<file path="config.mk">
export PLATFORM = sky130hd
export DESIGN_NAME = mic_i2s_capture
export DESIGN_NICKNAME = d
export VERILOG_FILES = /design/src/rtl/mic_pkg.sv /design/src/rtl/mic_sck_gen.sv /design/src/rtl/mic_i2s_capture.sv
export SDC_FILE = /design/constraint.sdc
export NUM_CORES = 1
export LEC_CHECK = 0
export BUFFER_PORTS_ARGS = -buffer_cell sky130_fd_sc_hd__buf_2
export CORE_MARGIN = 2
export CORE_UTILIZATION = 47
export DETAILED_ROUTE_END_ITERATION = 7
export GPL_TIMING_DRIVEN = 1
export PLACE_DENSITY = 0.76
export SYNTH_ARGS = -nofsm -noshare
export SYNTH_HDL_FRONTEND = slang
export SYNTH_HIERARCHICAL = 1
export SYNTH_SLANG_ARGS = --single-unit
</file>
<file path="constraint.sdc">
create_clock -name clk -period 2.9 [get_ports clk]
set_input_delay 0.145 -clock clk [delete_from_list [all_inputs] [get_ports clk]]
set_output_delay 0.145 -clock clk [all_outputs]
set_load 0.01 [all_outputs]
</file>
<file path="src/rtl/mic_pkg.sv">
// Shared constants and the capture state encoding for the I2S microphone front end.
package mic_pkg;

    localparam int DATA_WIDTH = 18;
    localparam int ADDR_WIDTH = 6;
    localparam int SLOT_BITS  = 32;
    localparam int FRAME_BITS = 64;
    localparam int BIT_CNT_W  = $clog2(FRAME_BITS);

    localparam logic [0:0] IDLE = 1'b0;
    localparam logic [0:0] RUN  = 1'b1;

    localparam logic [BIT_CNT_W-1:0] BIT_LAST = BIT_CNT_W'(FRAME_BITS - 1);
    localparam logic [BIT_CNT_W-1:0] WS_FIRST = BIT_CNT_W'(SLOT_BITS - 1);
    localparam logic [BIT_CNT_W-1:0] WS_LAST  = BIT_CNT_W'(FRAME_BITS - 2);

    // WS leads each slot by one SCK, so the right slot's WS spans the last bit of the
    // left slot through the second-to-last bit of the frame.
    function automatic logic ws_for_bit(input logic [BIT_CNT_W-1:0] b);
        return (b >= WS_FIRST) && (b <= WS_LAST);
    endfunction

endpackage

</file>
<file path="src/rtl/mic_sck_gen.sv">
// SCK divider: toggles mic_sck every CLK_DIV clk while run=1, holds it low otherwise.
// sck_rise/sck_fall are single-clk enables coincident with the mic_sck register update.
module mic_sck_gen #(
    parameter int CLK_DIV = 16
) (
    input  logic clk,
    input  logic rst_n,
    input  logic run,
    output logic mic_sck,
    output logic sck_rise,
    output logic sck_fall
);

    localparam int DIV_W = (CLK_DIV > 1) ? $clog2(CLK_DIV) : 1;
    localparam logic [DIV_W-1:0] DIV_LAST = DIV_W'(CLK_DIV - 1);
    localparam logic [DIV_W-1:0] DIV_ONE  = DIV_W'(1);

    logic [DIV_W-1:0] div_cnt_q, div_cnt_d;
    logic             sck_q, sck_d;
    logic             term;

    always_comb begin
        term      = run && (div_cnt_q == DIV_LAST);
        sck_rise  = term && !sck_q;
        sck_fall  = term && sck_q;
        div_cnt_d = (!run || term) ? '0 : div_cnt_q + DIV_ONE;
        sck_d     = run ? (term ? ~sck_q : sck_q) : 1'b0;
    end

    always_ff @(posedge clk or negedge rst_n) begin
        if (!rst_n) begin
            div_cnt_q <= '0;
            sck_q     <= 1'b0;
        end else begin
            div_cnt_q <= div_cnt_d;
            sck_q     <= sck_d;
        end
    end

    assign mic_sck = sck_q;

endmodule

</file>
<file path="src/rtl/mic_i2s_capture.sv">
// I2S mic master: generates SCK/WS, captures the left-slot sample, writes one sample per frame.
// Write lands one clk after the rise capturing the last data bit; no backpressure (circular FIFO).
module mic_i2s_capture #(
    parameter int ADDR_WIDTH = 6,
    parameter int DATA_WIDTH = 18,
    parameter int CLK_DIV    = 16
) (
    input  logic                  clk,
    input  logic                  rst_n,
    input  logic                  enable,
    input  logic                  mic_sd,
    output logic                  mic_sck,
    output logic                  mic_ws,
    output logic                  fifo_we,
    output logic [ADDR_WIDTH-1:0] fifo_wr_addr,
    output logic [DATA_WIDTH-1:0] fifo_wr_data,
    output logic                  frame_done
);

    import mic_pkg::*;

    localparam logic [BIT_CNT_W-1:0]  CAP_LAST = BIT_CNT_W'(DATA_WIDTH - 1);
    localparam logic [BIT_CNT_W-1:0]  BIT_ONE  = BIT_CNT_W'(1);
    localparam logic [ADDR_WIDTH-1:0] ADDR_ONE = ADDR_WIDTH'(1);

    logic [0:0]            state_q, state_d;
    logic [BIT_CNT_W-1:0]  bit_cnt_q, bit_cnt_d;
    logic                  ws_q, ws_d;
    logic [DATA_WIDTH-1:0] shift_q, shift_d;
    logic                  wr_pend_q, wr_pend_d;
    logic                  we_q, we_d;
    logic [DATA_WIDTH-1:0] wr_data_q, wr_data_d;
    logic [ADDR_WIDTH-1:0] wr_addr_q, wr_addr_d;
    logic                  frame_done_q, frame_done_d;

    logic sck_rise;
    logic sck_fall;
    logic capture;

    mic_sck_gen #(
        .CLK_DIV (CLK_DIV)
    ) u_sck_gen (
        .clk      (clk),
        .rst_n    (rst_n),
        .run      (state_q == RUN),
        .mic_sck  (mic_sck),
        .sck_rise (sck_rise),
        .sck_fall (sck_fall)
    );

    // Enable is only honoured at frame boundaries so a started frame always produces its write.
    always_comb begin
        state_d   = state_q;
        bit_cnt_d = bit_cnt_q;
        case (state_q)
            IDLE: begin
                bit_cnt_d = '0;
                if (enable) begin
                    state_d = RUN;
                end
            end
            RUN: begin
                if (sck_fall) begin
                    bit_cnt_d = bit_cnt_q + BIT_ONE;
                    if ((bit_cnt_q == BIT_LAST) && !enable) begin
                        state_d = IDLE;
                    end
                end
            end
            default: begin
                state_d   = IDLE;
                bit_cnt_d = '0;
            end
        endcase
        ws_d = (state_d == RUN) && ws_for_bit(bit_cnt_d);
    end

    always_comb begin
        capture      = sck_rise && (bit_cnt_q <= CAP_LAST);
        shift_d      = capture ? {shift_q[DATA_WIDTH-2:0], mic_sd} : shift_q;
        wr_pend_d    = sck_rise && (bit_cnt_q == CAP_LAST);
        we_d         = wr_pend_q;
        wr_data_d    = wr_pend_q ? shift_q : wr_data_q;
        frame_done_d = wr_pend_q && (wr_addr_q == '1);
        // Address advances the clk after the strobe so it is stable for the whole write.
        wr_addr_d    = we_q ? wr_addr_q + ADDR_ONE : wr_addr_q;
    end

    always_ff @(posedge clk or negedge rst_n) begin
        if (!rst_n) begin
            state_q      <= IDLE;
            bit_cnt_q    <= '0;
            ws_q         <= 1'b0;
            shift_q      <= '0;
            wr_pend_q    <= 1'b0;
            we_q         <= 1'b0;
            wr_data_q    <= '0;
            wr_addr_q    <= '0;
            frame_done_q <= 1'b0;
        end else begin
            state_q      <= state_d;
            bit_cnt_q    <= bit_cnt_d;
            ws_q         <= ws_d;
            shift_q      <= shift_d;
            wr_pend_q    <= wr_pend_d;
            we_q         <= we_d;
            wr_data_q    <= wr_data_d;
            wr_addr_q    <= wr_addr_d;
            frame_done_q <= frame_done_d;
        end
    end

    assign mic_ws       = ws_q;
    assign fifo_we      = we_q;
    assign fifo_wr_addr = wr_addr_q;
    assign fifo_wr_data = wr_data_q;
    assign frame_done   = frame_done_q;

endmodule

</file>
==> summary.md <==
| Metric | Value |
|---|---|
| Status | `complete, no violations` |
| Internal Power | `1.37 mW` |
| Root buf cell | `clkbuf_8` |
| Post-synthesis cell count | `167` |
| Vias in the first global route | `1314` |
| Detailed Route Iter0 Violations | `50` |
| Share of layout cells above drive strength 1 | `0.409` |
| Primary FF master, synth | `dfrtp_1` |
| Wirelength per Cell | `13.3 um` |
| Arrival @ worst endpoint | `2.29 ns` |
| Overall Power | `1.87 mW` |
| Number of flops mapped to enable cells by yosys | `0` |
| Cell area after layout | `2780 um2` |
| Detail-routed via count per cell | `4.98` |
| Fin cells | `278` |
| Worst slew pin tran | `1.06 ns` |
| Worst Setup End Kind | `register` |
| Net Count, Synth | `176` |
| Most frequent cell after synthesis | `dfrtp_1` |
| Logic gate share of total power | `0.153` |
| Via count | `1384` |
| Final slew viol count | `0` |
| Met3 Track Usage GR | `0.0714` |
| HPWL Detailed | `2380 um` |
| Busiest grt layer | `met1` |
| Max Cap Viol | `0` |
| Worst-case vdd ir drop | `350 uV` |
| RSZ-0062 raised after global routing | `false` |
| Final Worst Setup Slack | `0.822 ns` |
| Total negative slack | `0 ns` |
| Synth-to-Final Area Change | `14.8%` |
| Period utilization | `0.717` |
| Clock power share | `0.325` |
| Worst Setup Slack post-DPL | `0.848 ns` |
| I/O pin cnt | `32` |
| Congestion Overflow GR | `0` |
| Cts bufs inserted | `9` |
| DP Area | `2620 um2` |
| Sequential share of power | `0.522` |
| Top cells by area, synth | `dfrtp_1, mux2_2, mux2_4` |
| Final core occ | `0.552` |
| Critical R2R Launch | `u_sck_gen/div_cnt_q[0]` |
| Worst setup startpoint | `u_sck_gen/div_cnt_q[0]` |
| Sw frac | `0.266` |
| Synth top area share | `0.599` |
| Worst Path Max Fanout | `8` |
| Yosys cell types | `34` |
| Skew final | `0.00546 ns` |
| Clk sinks | `58` |
| Global placer's final weighted congestion | `0.777` |
| Commonest cells in the netlist | `dfrtp_1, mux2_2, mux2_4` |
| Worst slew margin relative to its limit | `0.293` |
| Die H | `75.8 um` |
| Die width | `75.8 um` |
| CTS tree | `done` |
| Leak | `1.48 nW` |
| Upper clock frequency limit | `481 MHz` |
| Die area | `5750 um2` |
| Port Buffer Count | `31` |
| # DRC | `0` |
| Worst skew pair latency | `0.33 ns` |
| All-Layer GR Usage | `0.148` |
| Cell taking the most area after synthesis | `dfrtp_1` |
| Mean Syn Cell Area | `14.5 um2` |
| Initial Utilization | `0.481` |
| Fin. Hold Viols | `0` |
| ANT nets after route | `0` |
| First-pass GRT wire length | `6110 um` |
| Met1 usage | `0.202` |
| Yosys reg bits | `58` |
| Sw power | `497 uW` |
| Critical path class | `register to register` |
| Antenna diodes | `0` |
| Reg clk slew, reported paths | `0.06 ns` |
| CP Data Required Time | `3.11 ns` |
| Routed wire length | `3710 um` |
| Ys Warns | `6` |
| Startpoint Class | `register` |
| Rows | `26` |
| Final min period | `2.08 ns` |
| Final setup fails | `0` |
| HP Class | `input port to asynchronous set/reset pin` |
| H-Tree Depth | `3` |
| Antenna violations before repair | `0` |
| Pwr Density | `672 nW/um2` |
| Core ar. | `5040 um2` |
| Nets@finish | `214` |
| Clock buffer depth | `2` |
| Largest net degree at the start of global routing | `50` |
| Async SR Flop Fraction | `1.00` |
| First-pass detailed-route iteration total | `4` |
| Grt met2 use | `0.199` |
| Cell area after synthesis | `2420 um2` |
| Number of gates resized after CTS | `0` |
| WHS | `0.0154 ns` |
| # placed instances | `263` |
| Sequential fraction of the synthesis area | `0.599` |
-- worst max-delay path: stages (launching register included) --
cell and delay, ns:
dfrtp_1 0.38, ha_1 0.21, and3_1 0.29, and3_1 0.33, nand4_1 0.21, o21a_1 0.26, o221ai_1 0.19, mux2i_1 0.10
-- timing repair --
item,CTS,global route
hold endpoints to repair,1,0
hold buffers,1,0
setup buffers,0,0
-- sequential cells by signal, indices dropped and copies added (netlist names) --
signal               cells
bit_cnt_q                6
frame_done               1
fifo_wr_addr             6
state_q                  1
fifo_wr_data            18
u_sck_gen/div_cnt_q      4
mic_ws                   1
we_d                     1
u_sck_gen/mic_sck        1
shift_q                 18
fifo_we                  1
-- cells by family (layout without fill, tap and decap cells) --
group                    Yosys count  count (layout)  share of synthesized area
multiplexers                      38              38                      0.192
adder cells (fa/ha/maj)            5               5                     0.0258
flip-flops                        58              58                      0.599
AND/OR/NAND/NOR                   35              35                     0.0790
XOR/XNOR                          10              10                     0.0392
AO/OA/AOI/OAI                     12              12                     0.0372
buffers and inverters              9              50                     0.0284
-- placed cells by master (no fill, tap or decap), drive strengths merged, types with 2 or more instances in the layout --
| cell type | n |
|---|---|
| dfrtp | 58 |
| mux2 | 37 |
| buf | 33 |
| clkbuf | 14 |
| nand4 | 7 |
| nand2 | 7 |
| and2 | 6 |
| nor2 | 6 |
| xnor2 | 5 |
| ha | 5 |
| xor2 | 5 |
| o21a | 3 |
| and3 | 3 |
| inv | 2 |
| a21o | 2 |
| o21ai | 2 |
-- power by group through the flow --
stage	Sequential, mW	Clock [mW]	Combinational, mW
5_1_grt	0.992	0.665	0.324
4_1_cts	0.977	0.625	0.292
6_report	0.977	0.607	0.286
3_3_place_gp	0.990	0	0.280
3_5_place_dp	0.990	0	0.288
2_1_floorplan	0.973	0	0.246
-- final timing paths --
check | endpoint | slack [ns] | cells after the start
setup / recovery | mic_ws | 0.82 | 7
hold / removal | fifo_wr_addr[3] | 0.02 | 1
setup reg to reg | mic_ws | 0.82 | 7
hold reg to reg | u_sck_gen/div_cnt_q[0] | 0.48 | 1
max in group asynchronous | fifo_wr_data[6] | 2.14 | 2
min in group clk | shift_q[0] | 0.06 | 2
-- routing by layer --
metal,vias to the layer above,part of all wire
li1,658,-
met1,692,0.48
met2,27,0.46
met3,7,0.040
met4,0,0.019
met5,-,0
-- final cells by class --
type | instances | area (um2)
inverters | 2 | 7.51
fillers | 431 | 2260
repair buffers | 34 | 180
clock buffers | 14 | 153
multi-input cells | 100 | 903
flip-flops and latches | 58 | 1450
well taps | 70 | 87.6
No activity file was read; power rests on OpenSTA's default activity.
